[config.mk]
export PLATFORM = sky130hd
export DESIGN_NAME = seeg_stim_sequencer
export DESIGN_NICKNAME = d
export VERILOG_FILES = /design/src/rtl/seeg_stim_sequencer.sv
export SDC_FILE = /design/constraint.sdc
export NUM_CORES = 1
export LEC_CHECK = 0
export ABC_AREA = 1
export CORE_ASPECT_RATIO = 1.1
export CORE_MARGIN = 3
export CORE_UTILIZATION = 56
export CTS_CLUSTER_DIAMETER = 120
export DETAILED_ROUTE_END_ITERATION = 7
export HOLD_SLACK_MARGIN = 0.12
export PLACE_DENSITY = 0.83
export SYNTH_ARGS = -nofsm -noshare
export SYNTH_HDL_FRONTEND = slang
export SYNTH_SLANG_ARGS = --single-unit
[constraint.sdc]
create_clock -name clk_i -period 5.05 [get_ports clk_i]
set_clock_uncertainty 0.05 [all_clocks]
set_input_delay 0.505 -clock clk_i [delete_from_list [all_inputs] [get_ports clk_i]]
set_output_delay 0.505 -clock clk_i [all_outputs]
set_load 0.02 [all_outputs]
[src/rtl/seeg_stim_sequencer.sv]
// seeg_stim_sequencer: biphasic stimulation timing for the sEEG front end, durations counted in frame ticks
module seeg_stim_sequencer #(
    parameter int CNT_W = 16,
    parameter int AMP_W = 8
) (
    input  logic             clk_i,
    input  logic             rstn_i,
    input  logic             tick_i,
    input  logic             stim_finite_mode_start_i,
    input  logic             stim_infinite_mode_start_i,
    input  logic             stim_infinite_mode_stop_i,
    input  logic [CNT_W-1:0] stim_pulse_length_i,
    input  logic [AMP_W-1:0] stim_pulse_magnitude_i,
    input  logic [CNT_W-1:0] stim_inter_pulse_delay_i,
    input  logic [CNT_W-1:0] stim_inter_bipulse_delay_i,
    input  logic [CNT_W-1:0] stim_inter_train_delay_i,
    input  logic [CNT_W-1:0] stim_bipulses_per_train_count_i,
    input  logic [CNT_W-1:0] stim_train_count_i,
    input  logic [CNT_W-1:0] stim_charge_recovery_time_i,
    input  logic             stim_rising_edge_first_i,
    output logic             stim_on_o,
    output logic             stim_pol_o,
    output logic [AMP_W-1:0] stim_amp_o,
    output logic             charge_recovery_o,
    output logic             busy_o,
    output logic             done_o,
    output logic             cfg_error_o
);
    typedef enum logic [2:0] {IDLE, PH1, IPD, PH2, IBD, RECOV, ITD} state_e;
    localparam logic [CNT_W-1:0] ONE = CNT_W'(1);
    state_e           state_q, state_d, post_recov, to_recov;
    logic [CNT_W-1:0] cnt_q, cnt_d, bp_q, bp_d, tr_q, tr_d, dur;
    logic [CNT_W-1:0] len_q, ipd_q, ibd_q, itd_q, bpn_q, trn_q, rec_q;
    logic [AMP_W-1:0] mag_q;
    logic             ref_q, inf_q, stop_q, stop_d, done_q, done_d, err_q, err_d;
    logic             start, bad, accept, expire, stop_now, more_tr, last_bp;
    assign start  = stim_finite_mode_start_i | stim_infinite_mode_start_i;
    assign bad    = stim_pulse_length_i == '0 || stim_bipulses_per_train_count_i == '0 ||
                    (stim_finite_mode_start_i && stim_train_count_i == '0);
    assign dur    = (state_q == PH1 || state_q == PH2) ? len_q :
                    state_q == IPD   ? ipd_q :
                    state_q == IBD   ? ibd_q :
                    state_q == RECOV ? rec_q :
                    state_q == ITD   ? itd_q : '0;
    assign expire = tick_i && cnt_q == dur - ONE;
    // A stop strobe counts on the clk it arrives, even when a tick lands on the same clk
    assign stop_now   = stop_q | (stim_infinite_mode_stop_i & inf_q & (state_q != IDLE));
    assign more_tr    = inf_q ? !stop_now : (tr_q + ONE < trn_q);
    assign last_bp    = stop_now || (bp_q + ONE == bpn_q);
    assign post_recov = more_tr ? (itd_q == '0 ? PH1 : ITD) : IDLE;
    assign to_recov   = rec_q == '0 ? post_recov : RECOV;
    // Next-state: zero-length delay states are resolved in the same clk so they never appear
    always_comb begin
        state_d = state_q;
        cnt_d   = tick_i ? cnt_q + ONE : cnt_q;
        bp_d    = bp_q;
        tr_d    = tr_q;
        err_d   = 1'b0;
        accept  = 1'b0;
        case (state_q)
            IDLE: begin
                cnt_d = '0;
                if (start) begin
                    err_d   = bad;
                    accept  = !bad;
                    state_d = bad ? IDLE : PH1;
                    bp_d    = '0;
                    tr_d    = '0;
                end
            end
            PH1: if (expire) state_d = ipd_q == '0 ? PH2 : IPD;
            IPD: if (expire) state_d = PH2;
            PH2: if (expire) begin
                bp_d    = last_bp ? '0 : bp_q + ONE;
                state_d = last_bp ? to_recov : (ibd_q == '0 ? PH1 : IBD);
                if (last_bp && rec_q == '0 && more_tr) tr_d = tr_q + ONE;
            end
            IBD: if (stop_now) state_d = to_recov; else if (expire) state_d = PH1;
            RECOV: if (expire) begin
                state_d = post_recov;
                if (more_tr) tr_d = tr_q + ONE;
            end
            ITD: if (stop_now) state_d = to_recov; else if (expire) state_d = PH1;
            default: state_d = IDLE;
        endcase
        if (state_d != state_q) cnt_d = '0;
        done_d = state_d == IDLE && state_q != IDLE;
        stop_d = state_d == IDLE ? 1'b0 : stop_now;
    end
    // Sequencer state, tick counter and bipulse/train indices
    always_ff @(posedge clk_i or negedge rstn_i) begin
        if (!rstn_i) begin
            state_q <= IDLE;
            cnt_q   <= '0;
            bp_q    <= '0;
            tr_q    <= '0;
            stop_q  <= 1'b0;
            done_q  <= 1'b0;
            err_q   <= 1'b0;
        end else begin
            state_q <= state_d;
            cnt_q   <= cnt_d;
            bp_q    <= bp_d;
            tr_q    <= tr_d;
            stop_q  <= stop_d;
            done_q  <= done_d;
            err_q   <= err_d;
        end
    end
    // Configuration snapshot taken only on an accepted start, so mid-run edits are inert
    always_ff @(posedge clk_i or negedge rstn_i) begin
        if (!rstn_i) begin
            len_q <= '0;
            ipd_q <= '0;
            ibd_q <= '0;
            itd_q <= '0;
            bpn_q <= '0;
            trn_q <= '0;
            rec_q <= '0;
            mag_q <= '0;
            ref_q <= 1'b0;
            inf_q <= 1'b0;
        end else if (accept) begin
            len_q <= stim_pulse_length_i;
            ipd_q <= stim_inter_pulse_delay_i;
            ibd_q <= stim_inter_bipulse_delay_i;
            itd_q <= stim_inter_train_delay_i;
            bpn_q <= stim_bipulses_per_train_count_i;
            trn_q <= stim_train_count_i;
            rec_q <= stim_charge_recovery_time_i;
            mag_q <= stim_pulse_magnitude_i;
            ref_q <= stim_rising_edge_first_i;
            inf_q <= !stim_finite_mode_start_i;
        end
    end
    assign stim_on_o         = state_q == PH1 || state_q == PH2;
    assign stim_pol_o        = (state_q == PH1 && ref_q) || (state_q == PH2 && !ref_q);
    assign stim_amp_o        = stim_on_o ? mag_q : '0;
    assign charge_recovery_o = state_q == RECOV;
    assign busy_o            = state_q != IDLE;
    assign done_o            = done_q;
    assign cfg_error_o       = err_q;
endmodule

Yosys cells after proc, flatten, opt, wreduce, memory -nomap -nowiden
Index checks and enable logic that the tools add are counted.
W data, S select, Z words.
{"block": "totals", "rom_bits": 0, "output_inout_bits": 14, "ram_bits": 0, "mem_count": 0, "ff_bits": 176, "latchBits": 0}
{"block": "classes", "n_lt_le_gt_ge": 1, "n_eq_ne": 14, "bitwise": 4, "n_mux": 39, "mul": 0, "shift": 0, "reduce_logical": 32, "add_sub_neg": 4, "div": 0}
{"cell": "$mux W16", "count": 15}
{"cell": "$logic_not A16 Y1", "count": 7}
{"cell": "$add A16 B1 Y16 const B", "count": 3}
{"cell": "$pmux W16 S3", "count": 1}
{"cell": "$mux W3", "count": 12}
{"cell": "$eq A16 B16 Y1", "count": 2}
{"cell": "$pmux W16 S2", "count": 1}
{"cell": "$pmux W3 S6", "count": 1}
{"cell": "$lt A16 B16 Y1", "count": 1}
{"cell": "$sub A16 B1 Y16 const B", "count": 1}
{"cell": "$eq A3 B3 Y1 const B", "count": 3}
{"cell": "$reduce_bool A3 Y1", "count": 3}
{"cell": "$mux W1", "count": 8}
{"cell": "$mux W8", "count": 1}
{"cell": "$logic_and A1 B1 Y1", "count": 7}
{"cell": "$eq A3 B2 Y1 const B", "count": 2}
{"cell": "$logic_not A3 Y1", "count": 2}
{"cell": "$ne A2 B2 Y1 const B", "count": 3}
{"cell": "$reduce_and A6 Y1", "count": 1}
{"cell": "$logic_or A1 B1 Y1", "count": 5}
{"cell": "$logic_not A1 Y1", "count": 4}
{"cell": "$ne A2 B1 Y1 const B", "count": 2}
{"cell": "$eq A3 B1 Y1 const B", "count": 1}
{"cell": "$ne A3 B3 Y1", "count": 1}
{"cell": "other kinds (5)", "count": 7}

Longest topological paths before layout
{"block": "logic_depth", "depth_word": 14, "ltp_mapped": 35, "mapped_depth_nobuf": 34}

Worst setup path after synthesis
No wires, ideal clock.
{"block": "synth_timing", "kind": "register to register", "startpoint": "reg tr_q[2]", "endpoint": "reg cnt_q[12]", "path_slack_ns": 1.214, "setup_time_ns": 0.070, "arrival_ns": 3.716, "required_ns": 4.930, "path_stages_with_launch": 33, "cell_sequence": "dfrtp_1 > inv_1 > nor3_1 > nand4_1 > nor2_1 > inv_1 > nor2_1 > nand3_1 > nor2_1 > nand3_1 > nor3_1 > xor2_1 > ha_1 > nand2_1 > inv_1 > nand3_1 > inv_1 > a21oi_1 > nand2_1 > a21boi_0 > nand2_1 > nor2_1 > nand2_1 > nand4_1 > nand2_1 > nand2_1 > nand2_1 > nand2_2 > nand2_1 > nand2_2 > nand3_4 > buf_8 > nor2_4"}
{"block": "synth_via", "elab_chain_len": 10, "word_cells_on_any_way": 13, "classes_between": "1 x add/sub; 1 x order compare; 1 x eq/ne; 9 x mux; 1 x reduce/logical"}
{"item": "from (decl)", "line": "32", "source": "logic [CNT_W-1:0] cnt_q, cnt_d, bp_q, bp_d, tr_q, tr_d, dur;"}
{"item": "from (signal assigned)", "line": "104", "source": "tr_q <= tr_d;"}
{"item": "$add A16 B1 Y16 (*)", "line": "48", "source": "assign more_tr = inf_q ? !stop_now : (tr_q + ONE < trn_q);"}
{"item": "$lt A16 B16 Y1 (*)", "line": "48"}
{"item": "$mux W1 (*)", "line": "48"}
{"item": "$mux W3 (*)", "line": "50", "source": "assign post_recov = more_tr ? (itd_q == '0 ? PH1 : ITD) : IDLE;"}
{"item": "$mux W3", "line": "51", "source": "assign to_recov = rec_q == '0 ? post_recov : RECOV;"}
{"item": "$mux W3", "line": "75", "source": "state_d = last_bp ? to_recov : (ibd_q == '0 ? PH1 : IBD);"}
{"item": "$mux W3", "line": "73", "source": "PH2: if (expire) begin"}
{"item": "$pmux W3 S6 (*)", "line": "60", "source": "case (state_q)"}
{"item": "named net state_d[1]", "line": "31", "source": "state_e state_q, state_d, post_recov, to_recov;"}
{"item": "$ne A3 B3 Y1 (*)", "line": "86", "source": "if (state_d != state_q) cnt_d = '0;"}
{"item": "$reduce_bool A3 Y1 (no line) / $mux W16 (equally long branches)"}
{"item": "to (signal assigned)", "line": "102", "source": "cnt_q <= cnt_d;"}
{"item": "to (decl)", "line": "32"}
The timed path passes the listed nets; every way through them passes the cells marked *.
A chain may end at the register's enable or synchronous reset.

Final worst setup path
{"block": "layout_timing", "startpoint": "reg state_q[0]", "endpoint": "reg bp_q[5]"}
{"block": "layout_via", "elab_chain_len": 11, "word_cells_on_any_way": 27, "classes_between": "1 x add/sub; 9 x eq/ne; 8 x mux; 2 x bitwise; 7 x reduce/logical"}
{"item": "from (decl)", "line": "31"}
{"item": "from (signal assigned)", "line": "101", "source": "state_q <= state_d;"}
{"item": "$eq A3 B3 Y1", "line": "44", "source": "state_q == ITD ? itd_q : '0;"}
{"item": "$mux W16", "line": "44"}
{"item": "$mux W16", "line": "43", "source": "state_q == RECOV ? rec_q :"}
{"item": "$mux W16", "line": "42", "source": "state_q == IBD ? ibd_q :"}
{"item": "$mux W16", "line": "41", "source": "state_q == IPD ? ipd_q :"}
{"item": "$mux W16", "line": "40", "source": "assign dur = (state_q == PH1 || state_q == PH2) ? len_q :"}
{"item": "$sub A16 B1 Y16", "line": "45", "source": "assign expire = tick_i && cnt_q == dur - ONE;"}
{"item": "$eq A16 B16 Y1", "line": "45"}
{"item": "$logic_and A1 B1 Y1", "line": "45"}
{"item": "$ne A2 B2 Y1 (no line)"}
{"item": "$reduce_and A3 Y1 (no line)"}
{"item": "to (signal assigned)", "line": "103", "source": "bp_q <= bp_d;"}
{"item": "to (decl)", "line": "32"}
Parallel ways exist; a longest one is shown, timed or not. The select of a mux whose other input is x is not followed.

==> qor.txt <==
Worst reg2reg startpoint -> state_q[0]
CTS Buffer Depth -> 2
Post-synth top area share -> 43.0%
P per Cell Area -> 241 mW/mm^2
CP arrival -> 4.72 ns
Pre-Repair DR Iteration Count -> 6
Yosys cell types -> 46
Total CTS buffers -> 17
CP Max Fanout -> 20
Adder-Cell Fraction of Synth Area -> 2.32%
Crit. End Element -> flip-flop
Hold EP -> len_q[10]
Terminus of the critical flop-to-flop path -> bp_q[5]
Seq. cell area -> 0.00440 sq mm
Min Hold Slack -> 0.462 ns
Routed len/inst -> 15.8 um
Post-layout util -> 69.8%
Main flop type after synthesis -> dfrtp_1
Post-DP Area -> 0.0118 sq mm
Post-place setup slack -> 0.540 ns
Max H-tree Level -> 4
Total core area -> 0.0178 sq mm
Rel. slew slack -> 25.9%
CP required -> 5.34 ns
Most frequent CP cell -> nand2_1
Largest area contributor in the netlist -> dfrtp_1
Syn. warnings -> 0
Crit Path Category -> flip-flop to flip-flop
Cell Count, Final, Fillers Out -> 1655
Antenna cells -> 0
Clk pin slew, worst setup/hold paths -> 0.07 ns
Tot GR Track Use -> 26.8%
Syn_area_per_cell -> 8.02 sq um
Routed Antenna Nets -> 0
Register area share after synthesis -> 43.0%
Reg2Reg Setup Slack -> 0.62 ns
Initial Util -> 57.5%
Largest family of logic cells by synthesized area -> simple AND/OR/NAND/NOR gates
GP Congestion -> 0.954
Net count reported at finish -> 1550
Min-Delay Path Depth -> 1
Most frequent cell after synthesis -> nand2_1
Die area -> 0.0199 sq mm
Outcome -> finished clean
Post-Place Cells -> 1621
Crit start category -> flip-flop
R2R depth -> 21
Worst setup margin -> 0.615 ns
PortBufs -> 140
Final Hold Vio Count -> 0
Xor/xnor share of the synthesized area -> 3.84%
Post-synth EDFFs -> 0
Syn nets -> 1422
Crit path largest cell delay -> 0.83 ns
First DRT Iteration DRCs -> 760
Max VDD drop -> 0.232 mV
Share of cells above drive strength 1 -> 10.4%
Syn-to-layout area delta -> 21.3%
GRT overflow -> 0
Avg Vias per Cell -> 5.52
Syn Std Cell Area -> 0.0102 sq mm
Ys async rst share -> 100%
Detailed Route WL -> 26.1 mm
Simple-gate area share of the yosys netlist -> 27.8%
Top-Level Pins -> 141
Initial antenna violation count -> 0
Fin area -> 0.0124 sq mm
Fmax -> 0.226 GHz
Synth cell count leaders -> nand2_1 (281), dfrtp_1 (176), inv_1 (175)
Filler cells -> 1342
Row count -> 51
Largest net degree at the start of global routing -> 133
Synthesized flop and latch total -> 176
CP max-delay cell -> dfrtp_1
Max-cap violations -> 0
Multiplexer share of the synthesized area -> 5.61%
Worst hold path class -> flip-flop to flip-flop
Clock latency on the worst-skew pair -> 0.44 ns
CTS Sinks -> 176
Tot Pwr -> 3.00 mW
Final TNS setup -> 0 ns
Setup violators final -> 0
Tmin final -> 4.43 ns
Die width -> 135 um
Lkg Pwr -> 6.46 nW
Total number of vias -> 9131
Post-DP HPWL -> 19.6 mm
Multi-input gate area -> 0.00493 sq mm
Area contributors post-synth -> dfrtp_1 (43%), nand2_1 (10%), inv_1 (6.4%), mux2_2 (5.6%), o21ai_0 (5.5%)
Pins Over Slew Limit -> 0
TritonCTS clock tree -> done
Worst-Margin Slew -> 1.10 ns
DIE HEIGHT -> 148 um
Global-route wire length before repair -> 42.8 mm
Vias in the first global route -> 8960
Crit path cell chain -> nor2_2 > nand2_1 > nor2_1 > nor2_1 > nand3_1 > inv_1 > ha_1 > inv_1 > nor2_1 > nand2_1 > nand2_1 > nand2_1 > nand2_1 > nand3_1 > nor3_4 > nand3_4 > inv_2 > nand2_1 > nand2_2 > nand2_1 > o21ai_0
Cells after synthesis -> 1276
Compound-cell area share of the yosys netlist -> 8.47%
DRC Markers -> 0
Root Buffer -> clkbuf_16
Fin crit share -> 87.8%
Hold path start -> len_q[10]
## power breakdown
part	total (mW)	internal, mW	leakage [nW]	switching [mW]
combinational	0.265	0.138	4.26	0.128
clock	1.28	0.701	0.280	0.579
sequential	1.45	1.43	1.92	0.0201
total	3.00	2.27	6.46	0.727
## state kept, by name (all words and copies together) (netlist names), 3 cells and up
| register | count |
|---|---|
| itd_q | 16 |
| ipd_q | 16 |
| bp_q | 16 |
| bpn_q | 16 |
| tr_q | 16 |
| state_q | 3 |
| len_q | 16 |
| mag_q | 8 |
| cnt_q | 16 |
| trn_q | 16 |
| ibd_q | 16 |
| rec_q | 16 |
## critical path, delay by kind of cell, from the launching register on
kind / cells / cell delay (ns)
adder cells (fa/ha/maj): 1 / 0.21
buffers and inverters: 3 / 0.24
AO/OA/AOI/OAI: 1 / 0.30
AND/OR/NAND/NOR: 16 / 2.69
flip-flops: 1 / 0.83
## placed cells by master, fill, tap and decap left out, types with 2 or more instances in the layout
master,instances
inv_2,6
clkbuf_16,17
mux2_2,51
nand4_1,61
o21ai_1,7
o211ai_1,3
o21ai_0,112
dfrtp_1,176
inv_1,175
nor3_2,2
nor4_1,23
ha_1,19
xnor3_1,5
buf_4,11
nand2_2,6
nand3_2,6
and2_1,2
inv_6,4
a21oi_1,18
clkdlybuf4s50_1,139
clkinv_2,3
nor2_4,14
nor2_1,103
clkinv_4,3
xor2_1,30
nor3_4,2
nand3_4,2
nand2_1,281
xnor2_1,2
o22ai_1,14
buf_12,2
nor2_2,10
nand3_1,80
nor3_1,9
## how the worst max path moves through the flow
stage / from / to / cells past startpoint
floorplan: tr_q[2] / cnt_q[12] / 32
global placement: tr_q[2] / cnt_q[15] / 31
detailed placement: tr_q[2] / cnt_q[15] / 31
CTS: tr_q[2] / cnt_q[4] / 31
global route: tr_q[2] / cnt_q[15] / 32
finish: state_q[0] / bp_q[5] / 21
## kinds of logic after synthesis
logic type	after synthesis
adder cells (fa/ha/maj)	19
multiplexers	51
AND/OR/NAND/NOR	605
XOR/XNOR	37
flip-flops	176
buffers and inverters	226
AO/OA/AOI/OAI	162
## layout make-up
cell class | count | share of cell area [%]
clock buffers | 19 | 3.57
flip-flops and latches | 176 | 35.5
multi-input cells | 874 | 39.7
well taps | 238 | 2.40
inverters | 181 | 5.47
repair buffers | 154 | 12.4
clock inverters | 13 | 1.01
## metal layers
layer  part of all wire (%)  routed length, um  GRT usage [%]
met2                     48              12700           45.0
met5                      0                  0              0
met1                     42              10900           34.9
met4                    3.3                873           10.2
met3                    6.4               1670           4.73
## what timing repair did
action                     in CTS  in global routing
gates resized for setup         0                  1
setup endpoints to repair       0                 16
hold endpoints to repair       78                  0
setup buffers                   0                  1
hold buffers                    1                  0
No activity file was read; power rests on OpenSTA's default activity.
